**src/rtl/ex_alu_rs.sv**
```systemverilog
// ALU reservation station: buffers decoded ops, wakes operands from the CDB, issues one ready
// op per cycle into the combinational ALU and registers the result toward the CDB arbiter.
module ex_alu_rs #(
  parameter int unsigned DEPTH  = 4,
  parameter int unsigned TAG_W  = 4,
  parameter int unsigned DATA_W = 32,
  parameter int unsigned TYPE_W = 5
) (
  input  logic                         clk,
  input  logic                         rst,
  input  logic                         flush,
  input  logic                         in_valid,
  output logic                         in_ready,
  input  logic [TYPE_W-1:0]            in_alu_type,
  input  logic [DATA_W-1:0]            in_src1,
  input  logic [DATA_W-1:0]            in_src2,
  input  logic                         in_src1_rdy,
  input  logic                         in_src2_rdy,
  input  logic [TAG_W-1:0]             in_src1_tag,
  input  logic [TAG_W-1:0]             in_src2_tag,
  input  logic [TAG_W-1:0]             in_dest_tag,
  input  logic                         cdb_valid,
  input  logic [TAG_W-1:0]             cdb_tag,
  input  logic [DATA_W-1:0]            cdb_data,
  output logic [TYPE_W-1:0]            alu_type,
  output logic [DATA_W-1:0]            src1,
  output logic [DATA_W-1:0]            src2,
  input  logic [DATA_W-1:0]            alu_result,
  output logic                         out_valid,
  input  logic                         out_ready,
  output logic [TAG_W-1:0]             out_tag,
  output logic [DATA_W-1:0]            out_data,
  output logic [$clog2(DEPTH+1)-1:0]   count
);

  localparam int unsigned CNT_W = $clog2(DEPTH + 1);
  localparam int unsigned IDX_W = $clog2(DEPTH);

  typedef struct packed {
    logic              busy;
    logic [TYPE_W-1:0] op;
    logic [TAG_W-1:0]  dest;
    logic              rdy1;
    logic [TAG_W-1:0]  tag1;
    logic [DATA_W-1:0] val1;
    logic              rdy2;
    logic [TAG_W-1:0]  tag2;
    logic [DATA_W-1:0] val2;
  } entry_t;

  entry_t [DEPTH-1:0] ent_q, ent_d;
  entry_t             new_ent;
  logic [CNT_W-1:0]   count_q, count_d;
  logic               out_valid_q;
  logic [TAG_W-1:0]   out_tag_q;
  logic [DATA_W-1:0]  out_data_q;
  logic [IDX_W-1:0]   free_idx, sel_idx;
  logic               sel_found, accept, issue;

  assign in_ready  = (count_q < CNT_W'(DEPTH)) && rst && !flush;
  assign accept    = in_valid && in_ready;
  assign issue     = sel_found && (!out_valid_q || out_ready);
  assign out_valid = out_valid_q;
  assign out_tag   = out_tag_q;
  assign out_data  = out_data_q;
  assign count     = count_q;

  // Descending scan so the lowest matching index wins.
  always_comb begin
    free_idx  = '0;
    sel_idx   = '0;
    sel_found = 1'b0;
    for (int i = int'(DEPTH) - 1; i >= 0; i--) begin
      if (!ent_q[i].busy) free_idx = IDX_W'(i);
      if (ent_q[i].busy && ent_q[i].rdy1 && ent_q[i].rdy2) begin
        sel_idx   = IDX_W'(i);
        sel_found = 1'b1;
      end
    end
  end

  always_comb begin
    alu_type = '0;
    src1     = '0;
    src2     = '0;
    if (issue) begin
      alu_type = ent_q[sel_idx].op;
      src1     = ent_q[sel_idx].val1;
      src2     = ent_q[sel_idx].val2;
    end
  end

  // Incoming op, with same-cycle CDB bypass so a coincident broadcast is not missed.
  always_comb begin
    new_ent      = '0;
    new_ent.busy = 1'b1;
    new_ent.op   = in_alu_type;
    new_ent.dest = in_dest_tag;
    new_ent.rdy1 = in_src1_rdy;
    new_ent.tag1 = in_src1_tag;
    new_ent.val1 = in_src1;
    new_ent.rdy2 = in_src2_rdy;
    new_ent.tag2 = in_src2_tag;
    new_ent.val2 = in_src2;
    if (cdb_valid && !in_src1_rdy && (in_src1_tag == cdb_tag)) begin
      new_ent.rdy1 = 1'b1;
      new_ent.val1 = cdb_data;
    end
    if (cdb_valid && !in_src2_rdy && (in_src2_tag == cdb_tag)) begin
      new_ent.rdy2 = 1'b1;
      new_ent.val2 = cdb_data;
    end
  end

  always_comb begin
    ent_d = ent_q;
    for (int i = 0; i < int'(DEPTH); i++) begin
      if (cdb_valid && ent_q[i].busy && !ent_q[i].rdy1 && (ent_q[i].tag1 == cdb_tag)) begin
        ent_d[i].rdy1 = 1'b1;
        ent_d[i].val1 = cdb_data;
      end
      if (cdb_valid && ent_q[i].busy && !ent_q[i].rdy2 && (ent_q[i].tag2 == cdb_tag)) begin
        ent_d[i].rdy2 = 1'b1;
        ent_d[i].val2 = cdb_data;
      end
    end
    // Issue and accept never target the same slot: one is busy, the other free.
    if (issue)  ent_d[sel_idx].busy = 1'b0;
    if (accept) ent_d[free_idx] = new_ent;
    if (flush) begin
      for (int i = 0; i < int'(DEPTH); i++) ent_d[i].busy = 1'b0;
    end
  end

  always_comb begin
    count_d = count_q;
    if (flush)                count_d = '0;
    else if (accept && !issue) count_d = count_q + CNT_W'(1);
    else if (issue && !accept) count_d = count_q - CNT_W'(1);
  end

  always_ff @(posedge clk) begin
    if (!rst) begin
      ent_q       <= '0;
      count_q     <= '0;
      out_valid_q <= 1'b0;
      out_tag_q   <= '0;
      out_data_q  <= '0;
    end else begin
      ent_q   <= ent_d;
      count_q <= count_d;
      if (flush) begin
        out_valid_q <= 1'b0;
      end else if (issue) begin
        out_valid_q <= 1'b1;
        out_tag_q   <= ent_q[sel_idx].dest;
        out_data_q  <= alu_result;
      end else if (out_ready) begin
        out_valid_q <= 1'b0;
      end
    end
  end

endmodule

```
**config.mk**
```make
export PLATFORM = sky130hd
export DESIGN_NAME = ex_alu_rs
export DESIGN_NICKNAME = d
export VERILOG_FILES = /design/src/rtl/ex_alu_rs.sv
export SDC_FILE = /design/constraint.sdc
export NUM_CORES = 1
export LEC_CHECK = 0
export BUFFER_PORTS_ARGS = -buffer_cell sky130_fd_sc_hd__buf_2
export CELL_PAD_IN_SITES_DETAIL_PLACEMENT = 0
export CELL_PAD_IN_SITES_GLOBAL_PLACEMENT = 2
export CORE_ASPECT_RATIO = 1.4
export CORE_MARGIN = 1.5
export CORE_UTILIZATION = 38
export CTS_CLUSTER_SIZE = 40
export DETAILED_ROUTE_END_ITERATION = 10
export PLACE_DENSITY = 0.95
export SETUP_SLACK_MARGIN = 0.05
export SLEW_MARGIN = 20
export SYNTH_ARGS = -nofsm -noshare
export SYNTH_HDL_FRONTEND = slang
export SYNTH_SLANG_ARGS = --single-unit
export TNS_END_PERCENT = 50
```
**constraint.sdc**
```tcl
create_clock -name clk -period 6.9 [get_ports clk]
set_clock_uncertainty 0.2 [all_clocks]
set_input_delay 0 -clock clk [delete_from_list [all_inputs] [get_ports clk]]
set_output_delay 0 -clock clk [all_outputs]
set_load 0.005 [all_outputs]
```
==> summary.txt <==
GRT
  – Initial antenna violation count: 6
  – Gr usage total: roughly 28%
  – Met2 usage: 47.3%
  – First-pass GRT wire length: 103 mm
  – Largest net degree at the start of global routing: 187
  – Global routing usage on met3: under 10%
  – GRT overflow: 0
  – Grt peak-use layer: met2
  – Met1 Track Usage GR: between 30% and 40%
  – Vias in the first global route: 17900

STA
  – Final hold violations: 0
  – Minimum clock period: 4210 ps
  – Worst setup margin: between 2000 and 3000 ps
  – Slew margin rel.: around a fifth
  – Worst-Margin Slew: about 1200 ps
  – Finish-stage setup viols: 0
  – Setup TNS: 0 ps
  – Period utilization: ~61%
  – F_max: around 240 MHz
  – RSZ-0062 raised after global routing: no
  – Max-slew violation count: 0

Critical path
  – Worst Setup SP: rst
  – Startpoint Class: primary input
  – Critical path cell sequence: dlygate4sd3_1, buf_8, nand2b_1, or3_1, o21ai_2, buf_4, o221a_2, o21a_1, dlygate4sd3_1
  – CP required: 7190 ps
  – WS Path Type: primary input to flip-flop
  – Critical path endpoint category: flip-flop
  – Crit path arrival time: roughly 4500 ps
  – Peak fanout along the critical path: ~190
  – CP delay by family, top: buffers and inverters
  – Reg2reg start: ent_q[251]
  – Worst path slowest cell: or3_1
  – Worst path bufs/invs: 4
  – CP max stage delay: between 800 and 900 ps
  – Most used cell, CP: dlygate4sd3_1

Drt
  – Via count: 17500
  – Wire per inst: ~23 µm
  – WL final: 67.2 mm
  – Initial DRC count: ~2000
  – Vias per cell: between 6 and 7
  – DR DRC count: 0
  – 1st-pass router iterations: 9
  – Detail Route Antenna Nets: 0

Yosys
  – Xor and xnor area share after synthesis: under 10%
  – Mapped Area: between 15000 and 20000 µm²
  – Largest area contributor in the netlist: dfxtp_1
  – Synth Area in Simple Gates: under 10%
  – Asr flop ratio synth: 0%
  – Adder-Cell Fraction of Synth Area: less than 1%
  – Syn avg cell area: ~9.6 µm²
  – Largest cells by area after synthesis: dfxtp_1, o21a_1, nand2_1
  – Yosys cell types: between 60 and 70
  – Synthesized instance count: around 1800
  – Largest family of logic cells by synthesized area: compound AO/OA/AOI/OAI gates
  – Most frequent cells after synthesis: dfxtp_1, nand2_1, o21a_1
  – EDFF count, synth: 0
  – Synth warn: 0
  – Mux cell area share after synthesis: less than 1%
  – Compound-Gate Fraction of Synth Area: between 30% and 40%
  – Count leader, synth: dfxtp_1
  – Seq/Total Area, Yosys: about 43%
  – Main synth FF type: dfxtp_1
  – Synth Register Bits: ~380
  – Top cell type's share of synthesized area: ~43%
  – Syn Nets: ~2000

Min path
  – Min-delay src: cdb_data[14]
  – Hold Crit Class: primary input to flip-flop

Clock network
  – Clk root buf: clkbuf_16
  – Num Clock Sinks: approximately 380
  – CTS Buffer Depth: 3
  – Clock buffer count from CTS: 40
  – Clk pin slew, worst setup/hold paths: 60 ps
  – Clk_lat worst skew: 550 ps
  – Post-CTS Resized: 0
  – CTS tree: built
  – CTS HTree Levels: 2

Flow run
  – Max-cap violation count: 0

Place
  – Placed Instances: around 2600
  – Gpl congestion: 0.828
  – Worst Setup Slack post-DPL: 3310 ps
  – HPWL after DPL: just under 40 mm
  – Port buffer count: 266

Power
  – Power Density: roughly 200 nW/µm²
  – PnR Total Power: ~4700 µW
  – Worst vdd ir: between 150 and 200 µV
  – Leak: approximately 0.0085 µW

Status
  – Status: complete, no violations

Floorplanning
  – # rows: between 90 and 100
  – Core ar.: approximately 46000 µm²
  – Die area: 47700 µm²
  – Die Y: 258 µm
  – Die X: about 180 µm
  – Boundary Pins: 267
  – Starting Density: between 30% and 40%

Final layout
  – Share of cells above drive strength 1: between 20% and 30%
  – Final nets: around 2400
  – Area grow syn2layout: 30.4%
  – Final Core Density: between 50% and 60%
  – Layout Cells excl Fill: slightly below 3000
==> registers in the layout (all words and copies together) (netlist names) <==
name	cells
count	3
ent_q	336
out_data	32
out_tag	4
out_valid	1
==> through the flow <==
stage	hold slack, ps	instance area [µm²]
2_1_floorplan	-76.2	17600
3_3_place_gp	43.6	19100
3_5_place_dp	48.2	19100
4_1_cts	60.7	22900
5_1_grt	93.6	23000
6_report	91.8	23000
==> per-layer routing <==
metal  vias to the layer above  wire length (µm)
li1                       7795                 -
met1                      8576             26000
met2                       876             32500
met3                       216              5070
met4                         8              3530
met5                         -                39
==> worst reg2reg max path: cells and delay by family, from the launching register on <==
| kind | cells | cell delay, ps |
|---|---|---|
| compound gates | 2 | 480 |
| simple gates | 3 | 780 |
| buf+inv | 3 | 1580 |
| flops | 1 | 570 |
==> what timing repair did <==
item                                   CTS  global route
hold buffers                           254             0
buffers inserted                         0             0
endpoints found under the hold margin  373             0
==> report_power, final <==
group | switching (µW) | internal [µW] | total [µW]
clock network | 916 | 1240 | 2160
registers | 14.8 | 2200 | 2210
logic | 201 | 160 | 361
==> layout make-up <==
class	instances	area, µm²
antenna	2	5.00
clock buffer	59	1200
clock inverter	9	81.3
fill	4274	22900
inverter	68	255
multi-input combinational	1210	8960
sequential	376	7530
tap	617	772
timing repair buffer	554	4160
==> worst paths after layout <==
check,end,cells past startpoint,slack (ps)
min,ent_q[135],3,90
max reg2reg,out_data[3],8,3230
max,ent_q[125],9,2690
min reg2reg,ent_q[54],2,270
==> cells by family (layout without fill, tap and decap cells) <==
family,count (synthesis),count (layout)
adder cells (fa/ha/maj),2,2
other,0,2
multiplexers,2,2
buffers and inverters,251,690
AO/OA/AOI/OAI,817,817
AND/OR/NAND/NOR,350,350
XOR/XNOR,39,39
flip-flops,376,376
==> cell usage in the layout, fill, tap and decap left out, types with 11 or more instances in the layout <==
master         netlist  final
clkbuf_16            0     41
dfxtp_1            376    376
a221oi_2            30     30
o221ai_2            12     12
o221ai_1            53     53
a222oi_1            69     69
xnor2_1             29     29
o221a_1             70     70
nand2_1            282    281
o21ai_0             38     38
inv_1               67     67
o21a_1             161    161
clkbuf_8             0     11
dlygate4sd3_1        0    254
a21oi_1            149    145
o221a_2             93     93
buf_4               18     33
a21boi_0            96     96
buf_2               66    265
nand3_1             12     12
No activity file was read; power rests on OpenSTA's default activity.
